==> config.mk <==
export PLATFORM = sky130hd
export DESIGN_NAME = sysid_probe_master
export DESIGN_NICKNAME = d
export VERILOG_FILES = /design/src/rtl/sysid_probe_pkg.sv /design/src/rtl/sysid_probe_stall_cnt.sv /design/src/rtl/sysid_probe_master.sv
export SDC_FILE = /design/constraint.sdc
export NUM_CORES = 1
export LEC_CHECK = 0
export BUFFER_PORTS_ARGS = -buffer_cell sky130_fd_sc_hd__clkbuf_2
export CORE_MARGIN = 5
export CORE_UTILIZATION = 25
export DETAILED_ROUTE_END_ITERATION = 7
export GPL_ROUTABILITY_DRIVEN = 0
export GPL_TIMING_DRIVEN = 0
export SLEW_MARGIN = 10
export SYNTH_ARGS = -nofsm -noshare
export SYNTH_HDL_FRONTEND = slang
export SYNTH_SLANG_ARGS = --single-unit
==> constraint.sdc <==
create_clock -name clock -period 1.5 [get_ports clock]
set_clock_uncertainty 0.15 [all_clocks]
set_input_delay 0.225 -clock clock [delete_from_list [all_inputs] [get_ports clock]]
set_output_delay 0.225 -clock clock [all_outputs]
set_load 0.01 [all_outputs]
==> src/rtl/sysid_probe_pkg.sv <==
// sysid_probe_pkg
//   Shared definitions for the system-ID probe master:
//     state_t      - probe FSM state encoding
//     ADDR_ID      - word address of the sysid ID register
//     ADDR_TS      - word address of the sysid timestamp register
//     STALL_CNT_W  - width of the waitrequest stall counter
package sysid_probe_pkg;

    typedef enum logic [2:0] {
        IDLE  = 3'd0,
        RD_ID = 3'd1,
        RD_TS = 3'd2,
        CHECK = 3'd3,
        DONE  = 3'd4
    } state_t;

    localparam logic ADDR_ID = 1'b0;
    localparam logic ADDR_TS = 1'b1;

    localparam int unsigned STALL_CNT_W = 16;

endpackage : sysid_probe_pkg

==> src/rtl/sysid_probe_stall_cnt.sv <==
// sysid_probe_stall_cnt
//   Counts cycles in which a read is stalled by waitrequest and flags when
//   the count has reached the programmed limit.
//   Ports:
//     clock   - system clock
//     clear   - synchronous clear (also used as the reset path)
//     enable  - count this cycle (read asserted and slave stalling)
//     limit   - stall count at which expired asserts
//     expired - count has reached limit
module sysid_probe_stall_cnt
    import sysid_probe_pkg::*;
(
    input  logic                   clock,
    input  logic                   clear,
    input  logic                   enable,
    input  logic [STALL_CNT_W-1:0] limit,
    output logic                   expired
);

    logic [STALL_CNT_W-1:0] count_q;

    assign expired = (count_q >= limit);

    // Counting stops once expired so the value can never wrap back below
    // the limit while the owner is still reacting to it.
    always_ff @(posedge clock) begin
        if (clear) begin
            count_q <= '0;
        end else if (enable && !expired) begin
            count_q <= count_q + 1'b1;
        end
    end

endmodule : sysid_probe_stall_cnt

==> src/rtl/sysid_probe_master.sv <==
// sysid_probe_master
//   Boot-time sanity checker. On a start pulse it reads the sysid slave's
//   ID word (address 0) and timestamp word (address 1) over Avalon-MM
//   (no pipelining, zero fixed latency) and compares them with the values
//   software was built against. Results hold until the next start or reset.
//
//   Optional feature macro: SYSID_PROBE_TIMEOUT_EN
//     defined   - a stalled read is abandoned after TIMEOUT_CYCLES stall
//                 cycles; timeout is reported and both ok bits forced low.
//     undefined - no stall counter; reads wait on waitrequest forever and
//                 timeout is constant 0.
//
//   Ports:
//     clock, reset     - single clock, synchronous active-high reset
//     start            - one-cycle check request, ignored while busy
//     avm_address      - word address to the sysid slave
//     avm_read         - read strobe
//     avm_readdata     - read data, valid when read=1 and waitrequest=0
//     avm_waitrequest  - slave stall
//     busy             - check in progress (RD_ID, RD_TS, CHECK)
//     done             - results valid
//     id_ok / ts_ok    - captured words match the expected values
//     timeout          - a read stalled past TIMEOUT_CYCLES
//     id_value         - captured ID word
//     ts_value         - captured timestamp word
module sysid_probe_master
    import sysid_probe_pkg::*;
#(
    parameter logic [31:0] EXPECTED_ID        = 32'd0,
    parameter logic [31:0] EXPECTED_TIMESTAMP = 32'd1543892682,
    parameter int unsigned TIMEOUT_CYCLES     = 255
) (
    input  logic        clock,
    input  logic        reset,
    input  logic        start,
    output logic        avm_address,
    output logic        avm_read,
    input  logic [31:0] avm_readdata,
    input  logic        avm_waitrequest,
    output logic        busy,
    output logic        done,
    output logic        id_ok,
    output logic        ts_ok,
    output logic        timeout,
    output logic [31:0] id_value,
    output logic [31:0] ts_value
);

    if (TIMEOUT_CYCLES < 1 || TIMEOUT_CYCLES > 65535) begin : g_bad_timeout
        $error("sysid_probe_master: TIMEOUT_CYCLES must be in 1..65535");
    end

    state_t state_q;
    state_t state_d;
    logic   stall_expired;
    logic   read_phase;

    // ------------------------------------------------------------------
    // Stall watchdog
    // ------------------------------------------------------------------
`ifdef SYSID_PROBE_TIMEOUT_EN
    localparam logic [STALL_CNT_W-1:0] STALL_LIMIT = STALL_CNT_W'(TIMEOUT_CYCLES);

    logic stall_clear;
    logic stall_enable;

    // Any state change restarts the count, so each read gets its own budget.
    assign stall_clear  = reset || (state_q != state_d);
    assign stall_enable = avm_read && avm_waitrequest;

    sysid_probe_stall_cnt u_stall_cnt (
        .clock   (clock),
        .clear   (stall_clear),
        .enable  (stall_enable),
        .limit   (STALL_LIMIT),
        .expired (stall_expired)
    );
`else
    assign stall_expired = 1'b0;
`endif

    // ------------------------------------------------------------------
    // FSM: state register
    // ------------------------------------------------------------------
    always_ff @(posedge clock) begin
        if (reset) begin
            state_q <= IDLE;
        end else begin
            state_q <= state_d;
        end
    end

    // ------------------------------------------------------------------
    // FSM: next state
    // ------------------------------------------------------------------
    always_comb begin
        state_d = state_q;
        unique case (state_q)
            IDLE, DONE: begin
                if (start) state_d = RD_ID;
            end
            RD_ID: begin
                if (stall_expired)         state_d = DONE;
                else if (!avm_waitrequest) state_d = RD_TS;
            end
            RD_TS: begin
                if (stall_expired)         state_d = DONE;
                else if (!avm_waitrequest) state_d = CHECK;
            end
            CHECK: begin
                state_d = DONE;
            end
            default: begin
                state_d = IDLE;
            end
        endcase
    end

    // ------------------------------------------------------------------
    // FSM: outputs
    // ------------------------------------------------------------------
    always_comb begin
        read_phase  = (state_q == RD_ID) || (state_q == RD_TS);
        // The strobe drops in the cycle the stall budget runs out so the
        // abandoned read can never be accepted late.
        avm_read    = read_phase && !stall_expired;
        avm_address = (state_q == RD_TS) ? ADDR_TS : ADDR_ID;
        busy        = read_phase || (state_q == CHECK);
        done        = (state_q == DONE);
    end

    // ------------------------------------------------------------------
    // Result registers
    // ------------------------------------------------------------------
    always_ff @(posedge clock) begin
        if (reset) begin
            id_ok    <= 1'b0;
            ts_ok    <= 1'b0;
            timeout  <= 1'b0;
            id_value <= '0;
            ts_value <= '0;
        end else begin
            unique case (state_q)
                IDLE, DONE: begin
                    if (start) begin
                        id_ok    <= 1'b0;
                        ts_ok    <= 1'b0;
                        timeout  <= 1'b0;
                        id_value <= '0;
                        ts_value <= '0;
                    end
                end
                RD_ID: begin
                    if (stall_expired) begin
                        timeout <= 1'b1;
                        id_ok   <= 1'b0;
                        ts_ok   <= 1'b0;
                    end else if (!avm_waitrequest) begin
                        id_value <= avm_readdata;
                    end
                end
                RD_TS: begin
                    if (stall_expired) begin
                        timeout <= 1'b1;
                        id_ok   <= 1'b0;
                        ts_ok   <= 1'b0;
                    end else if (!avm_waitrequest) begin
                        ts_value <= avm_readdata;
                    end
                end
                CHECK: begin
                    id_ok <= (id_value == EXPECTED_ID);
                    ts_ok <= (ts_value == EXPECTED_TIMESTAMP);
                end
                default: begin
                end
            endcase
        end
    end

endmodule : sysid_probe_master

==> impl_metrics.json, run 1 <==
{
  "drive_above_1_share": 0.499,
  "post_drt_wl_per_cell_um": 17.3,
  "distinct_cell_type_count_after_synthesis": 36,
  "postSynthCellCount": 311,
  "p_leak_uw": 0.00181,
  "final_core_utilization": 0.430,
  "timing.hold.worst_path_depth": 3,
  "maximum_number_of_pins_on_one_net_before_global_route_repair": 13,
  "nNetsFinal": 505,
  "timing.max_cap.violations": 0,
  "worst_skew_pair.late_latency_ps": 350,
  "floorplan.initialDensity": 0.252,
  "antennaDiodeCount": 0,
  "design_power_total_uw": 4650,
  "floorplan.die.height_um": 114,
  "initial_drt_markers": 127,
  "hold-path-endpoint": "ts_value[4]",
  "routed_via_density": 4.86,
  "report.final.hold_viol_count": 0,
  "globalRoute.totalOverflow": 0,
  "timing_max_transition_violations_final": 0,
  "numCtsBuffers": 9,
  "worstHoldPathType": "in -> reg",
  "ir_drop_v": 0.000507,
  "place_inst": 555,
  "status": "finished with violations",
  "drc": 0,
  "max_slew_margin": 0.623,
  "flow.area_growth_from_synthesis_pct": 70.9,
  "worstPathBufferInverterCount": 0,
  "hpwlAfterDp_mm": 7.18,
  "place_worst_setup_slack_ps": -328,
  "die_x_um": 114,
  "rows": 38,
  "grt_antenna_before_repair": 0,
  "routed_wl_mm": 10.6,
  "worst-slew-pin-transition_ps": 566,
  "syn-num-nets": 347,
  "timing.critical_path.cells": "nor4b_4 > nand4_1 > or4_4 > o21ai_1",
  "fmax_ghz": 0.619,
  "crit_path_kind": "reg -> reg",
  "cts_max_level": 3,
  "ys_warn_count": 0,
  "grt_pass1_vias": 2911,
  "cp_data_arrival_time_ps": 1740,
  "clock_tree.buffer_depth": 2,
  "tritoncts_num_sinks": 69,
  "min-delay-start": "avm_readdata[4]",
  "clk_transition_reported_paths_ps": 80,
  "num_vias": 2980,
  "critical_path.max_stage_delay_ps": 450,
  "ff2ff_setup_slack_ps": -120,
  "synth_sequential_area_ratio": 0.513,
  "tritoncts_clock_tree": "yes",
  "global_route_wire_length_before_repair_mm": 15.5,
  "setup.worst_path.end_class": "register",
  "port_buffers": 104,
  "die_area_um2": 13000,
  "period_share": 1.08,
  "antenna_violating_nets_post_route": 0,
  "violations": "negative setup slack",
  "fin_ws_ps": -116,
  "startpoint_type": "register",
  "post_synth.cell_area_avg_um2": 8.66,
  "globalRouteTotalUtil": 0.154,
  "ctsRootBufferMaster": "clkbuf_8",
  "syn-cell-area_um2": 2690,
  "design.portCount": 107,
  "r2r.worst_path.cells": 4,
  "period_minus_slack_ps": 1620,
  "synth.ff_latch_count": 69,
  "rr_endpoint": "ts_ok",
  "power_density_nw_per_um2": 1010,
  "critical_path.reg2reg.startpoint": "ts_value[19]",
  "floorplan.core_area_um2": 10700,
  "finalNonFillerCells": 613,
  "crit_path_max_fanout": 2,
  "setup-violations-final": 65,
  "drt_pass1_iterations": 6,
  "worst_path_max_delay_cell": "or4_4",
  "timing.critical_path.required_ps": 1630,
  "worst_path_dominant_cell_family": "simple AND/OR/NAND/NOR gates",
  "rsz0062_at_grt": "yes"
}
[sequential cells by signal (all words and copies together), names as in the netlist]
| signal | cells |
|---|---|
| id_ok | 1 |
| id_value | 32 |
| state_q | 3 |
| ts_ok | 1 |
| ts_value | 32 |
[per-stage QoR]
| stage | area, um^2 | setup TNS [ps] | hold WS (ps) |
|---|---|---|---|
| after floorplan | 2700 | -9.14 | 219 |
| after global placement | 3390 | -12260 | 295 |
| after detailed placement | 3390 | -14520 | 294 |
| after CTS | 4110 | -5290 | 3.40 |
| after global routing | 4600 | -7670 | 22.1 |
| final | 4600 | -2830 | 23.3 |
[tightest hold or removal path, stage by stage]
cell	delay, ps
clkbuf_2	120
nand3_2	70
a21oi_2	50
[timing repair]
item                                   in CTS  in global routing
gates cloned                                1                  4
gates resized for setup                    41                101
endpoints found under the hold margin      30                  0
pin swaps                                   9                 13
setup endpoints to repair                  66                 66
hold buffers                               26                  0
buffers inserted                            8                  6
[cells in the final DEF, fill, tap and decap left out, types with 2 or more instances in the layout]
cell / n
dfxtp_2: 9
nand2_1: 34
a21oi_2: 8
a22oi_1: 2
clkbuf_16: 2
a22oi_2: 30
nand2b_4: 2
nand4b_1: 2
nor4b_2: 2
dfxtp_1: 59
clkbuf_1: 6
nor3b_4: 2
a21oi_1: 27
nor2_1: 35
buf_4: 16
nand3_2: 6
buf_2: 2
nor3b_1: 2
dlygate4sd3_1: 26
nor2_4: 3
clkbuf_2: 101
buf_8: 6
clkbuf_8: 11
nor4_1: 3
nand4_1: 4
o21bai_4: 2
buf_6: 12
nand3_1: 26
nor4_2: 4
clkinv_4: 2
bufinv_16: 3
[cell usage after synthesis]
| cell type | n | area share |
|---|---|---|
| a211oi_1 | 1 | 0.0028 |
| a21oi_1 | 35 | 0.065 |
| a22oi_1 | 32 | 0.089 |
| and3_1 | 1 | 0.0023 |
| and4b_1 | 1 | 0.0037 |
| buf_1 | 1 | 0.0014 |
| buf_2 | 12 | 0.022 |
| buf_4 | 4 | 0.011 |
| clkbuf_1 | 11 | 0.015 |
| conb_1 | 1 | 0.0014 |
| dfxtp_1 | 69 | 0.51 |
| inv_1 | 1 | 0.0014 |
| mux2i_1 | 1 | 0.0037 |
| nand2_1 | 35 | 0.049 |
| nand2b_1 | 2 | 0.0046 |
| nand2b_2 | 1 | 0.0033 |
| nand3_1 | 32 | 0.059 |
| nand3b_1 | 1 | 0.0028 |
| nand4_1 | 4 | 0.0093 |
| nand4b_1 | 2 | 0.0065 |
| nor2_1 | 37 | 0.052 |
| nor2_2 | 1 | 0.0023 |
| nor2b_1 | 2 | 0.0046 |
| nor3_1 | 1 | 0.0019 |
| nor3b_1 | 3 | 0.0084 |
| nor3b_2 | 1 | 0.0046 |
| nor4_1 | 8 | 0.019 |
| nor4b_2 | 3 | 0.017 |
| nor4bb_1 | 1 | 0.0037 |
| o21ai_1 | 1 | 0.0019 |
| o21ba_2 | 1 | 0.0037 |
| o21bai_1 | 1 | 0.0028 |
| o21bai_2 | 1 | 0.0042 |
| o31ai_1 | 1 | 0.0028 |
| or2_0 | 1 | 0.0023 |
| or4_1 | 1 | 0.0028 |
[layer usage]
layer  part of all wire  vias up  track usage  wire, um
met5                  0        -            0         0
met4              0.016        0       0.0499       171
met3              0.057       15       0.0435       608
met2               0.48       84        0.247      5130
met1               0.44     1463        0.201      4680
li1                   -     1418            -         -
[power by group]
group	total (uW)	internal, uW	switching (uW)	leakage (uW)
registers	1930	1880	52.2	0.000563
logic	901	429	472	0.00113
clock network	1820	1100	719	0.000119
[worst max path at each step]
stage / startpoint / end / slack, ps / cells past startpoint
finish: ts_value[19] / ts_ok / -120 / 4
global route: state_q[0] / id_value[22] / -160 / 6
CTS: state_q[2] / avm_address / -150 / 5
detailed placement: reset / id_value[19] / -330 / 4
global placement: reset / id_value[27] / -280 / 4
floorplan: ts_value[1] / ts_ok / -9 / 4
[layout make-up]
class	count	area, um^2
fillers	1068	6090
inverters	1	3.75
clock buffers	9	124
repair buffers	149	998
flip-flops and latches	69	1400
plain buffers	26	246
clock inverters	6	113
well taps	140	175
multi-input cells	213	1550
[cells by family (layout without fill, tap and decap cells)]
family / Yosys count / in the layout / synth area share
and+or+nand+nor: 138 / 138 / 0.258
AOI/OAI and AO/OA: 73 / 73 / 0.172
DFF: 69 / 69 / 0.513
buffers and inverters: 29 / 191 / 0.0516
other: 1 / 1 / 0.00139
muxes: 1 / 1 / 0.00372
Note: power is estimated with default switching activity, not from simulation.
==> run 2, diff against run 1 <==
==> constraint.sdc (replaced) <==
create_clock -name clock -period 1.45 [get_ports clock]
set_clock_uncertainty 0.15 [all_clocks]
set_input_delay 0.2175 -clock clock [delete_from_list [all_inputs] [get_ports clock]]
set_output_delay 0.2175 -clock clock [all_outputs]
set_load 0.01 [all_outputs]
==> impl_metrics.json, run 2 (synthesized netlist as in run 1, its figures left out) <==
{
  "nNetsFinal": 509,
  "drt_pass1_iterations": 6,
  "clock_tree.buffer_depth": 2,
  "floorplan.initialDensity": 0.252,
  "period_share": 1.12,
  "tritoncts_num_sinks": 69,
  "antenna_violating_nets_post_route": 0,
  "worst_skew_pair.late_latency_ps": 340,
  "globalRouteTotalUtil": 0.155,
  "timing.critical_path.required_ps": 1580,
  "finalHoldWorstSlack_ps": 5.01,
  "violations": "negative setup slack",
  "num_vias": 3029,
  "ff2ff_setup_slack_ps": -180,
  "die_area_um2": 13000,
  "fin_ws_ps": -177,
  "crit_path_max_fanout": 3,
  "routed_wl_mm": 11.0,
  "clk_transition_reported_paths_ps": 80,
  "hpwlAfterDp_mm": 7.18,
  "post_drt_wl_per_cell_um": 17.8,
  "rows": 38,
  "report.final.hold_viol_count": 0,
  "grt_antenna_before_repair": 0,
  "power.share.combinational": 0.201,
  "floorplan.core_area_um2": 10700,
  "cp_data_arrival_time_ps": 1760,
  "drive_above_1_share": 0.568,
  "maximum_number_of_pins_on_one_net_before_global_route_repair": 13,
  "setup.worst_path.end_class": "register",
  "die_x_um": 114,
  "setup-violations-final": 67,
  "cts_max_level": 3,
  "total_switching_power_uw": 1320,
  "timing.max_cap.violations": 0,
  "flow.area_growth_from_synthesis_pct": 80.7,
  "final_common_cell": "clkbuf_2",
  "p_leak_uw": 0.00187,
  "design.portCount": 107,
  "global_route_wire_length_before_repair_mm": 15.6,
  "antennaDiodeCount": 0,
  "critical_path.reg2reg.startpoint": "ts_value[24]",
  "setup.worst_path.end": "ts_ok",
  "worst-slew-pin-transition_ps": 668,
  "power_density_nw_per_um2": 1000,
  "tritoncts_clock_tree": "yes",
  "port_buffers": 104,
  "initial_drt_markers": 166,
  "ctsRootBufferMaster": "clkbuf_8",
  "filler_cell_count": 1029,
  "reg_top3": "id_value: 32 flops, ts_value: 32 flops, state_q: 3 flops",
  "r2r.worst_path.cells": 4,
  "fmax_ghz": 0.615,
  "timing_max_transition_violations_final": 0,
  "globalRoute.totalOverflow": 0,
  "crit_path_kind": "reg -> reg",
  "clock_power_share": 0.388,
  "period_minus_slack_ps": 1630,
  "rsz0062_at_grt": "yes",
  "sequential_share_of_power": 0.411,
  "grt_pass1_vias": 2951,
  "rr_endpoint": "ts_ok",
  "worstHoldPathType": "in -> reg",
  "floorplan.die.height_um": 114,
  "final_core_utilization": 0.455,
  "ir_drop_v": 0.000487,
  "startpoint_type": "register",
  "max_slew_margin": 0.555,
  "place_worst_setup_slack_ps": -370,
  "p_int_uw": 3550,
  "numCtsBuffers": 9,
  "mostFrequentLayoutCells": "103 x clkbuf_2, 59 x dfxtp_1, 35 x nor2_1",
  "switching_share": 0.272,
  "status": "finished with violations",
  "startpoint": "ts_value[24]",
  "drc": 0,
  "routed_via_density": 4.91
}
## run 2: cell count changes in the layout (fill, tap and decap cells not counted), moves of 3 or more
cell,change
a22oi_1,+10
nand3_2,+19
nand2_2,+4
nand2_1,-4
a22oi_2,-10
clkbuf_16,+4
nand3_1,-21
nor4_4,+3
a21oi_1,-17
a21oi_2,+17
## run 2: critical path: stages, from the launching register on
cell and delay [ps]:
dfxtp_1 350, nor4b_2 310, nand4_1 190, or4_4 450, o21ai_1 120
## run 2: worst min path at each step
stage | startpoint | endpoint | slack (ps) | cells after the start
after detailed placement | id_ok | id_ok | 290 | 2
after floorplan | avm_readdata[1] | ts_value[1] | 210 | 2
after global placement | id_ok | id_ok | 290 | 2
final | avm_readdata[4] | ts_value[4] | 5 | 3
after CTS | avm_readdata[3] | ts_value[3] | 7 | 3
after global routing | avm_readdata[4] | ts_value[4] | 5 | 3
## run 2: what timing repair did
action	in CTS	in global routing
gates cloned	1	6
endpoints found under the setup margin	66	70
setup buffers	8	6
pin swaps	9	48
hold buffers	27	1
hold endpoints to repair	36	1
gates resized for setup	44	131
## run 2: per-stage QoR
step | instance area (um^2) | instances | power [uW] | TNS, ps
4_1_cts | 4140 | 605 | 4590 | -8510
6_report | 4870 | 617 | 4870 | -6560
5_1_grt | 4870 | 617 | 5070 | -10850
3_3_place_gp | 3390 | 555 | 2580 | -15240
3_5_place_dp | 3390 | 555 | 2590 | -17520
2_1_floorplan | 2700 | 311 | 2340 | -59.1
## run 2: layer usage
metal / global-route usage / routed length, um / vias up
met5: 0 / 0 / -
met4: 0.0530 / 201 / 0
met3: 0.0435 / 673 / 16
met2: 0.248 / 5380 / 103
met1: 0.202 / 4750 / 1480
li1: - / - / 1430
## run 2: area by class of cell
type	count	area, um^2	area share
tap	140	175	0.0360
timing repair buffer	153	1090	0.224
clock inverter	6	113	0.0231
multi-input combinational	213	1710	0.351
buffer	26	259	0.0532
inverter	1	3.75	0.000771
sequential	69	1400	0.287
clock buffer	9	124	0.0254
## run 2: power groups by stage
stage          Combinational, uW  Clock (uW)  Sequential, uW
5_1_grt                     1040        2020            2000
3_5_place_dp                 565           0            2020
3_3_place_gp                 556           0            2020
6_report                     979        1890            2000
4_1_cts                      690        1910            1990
2_1_floorplan                300           0            2040
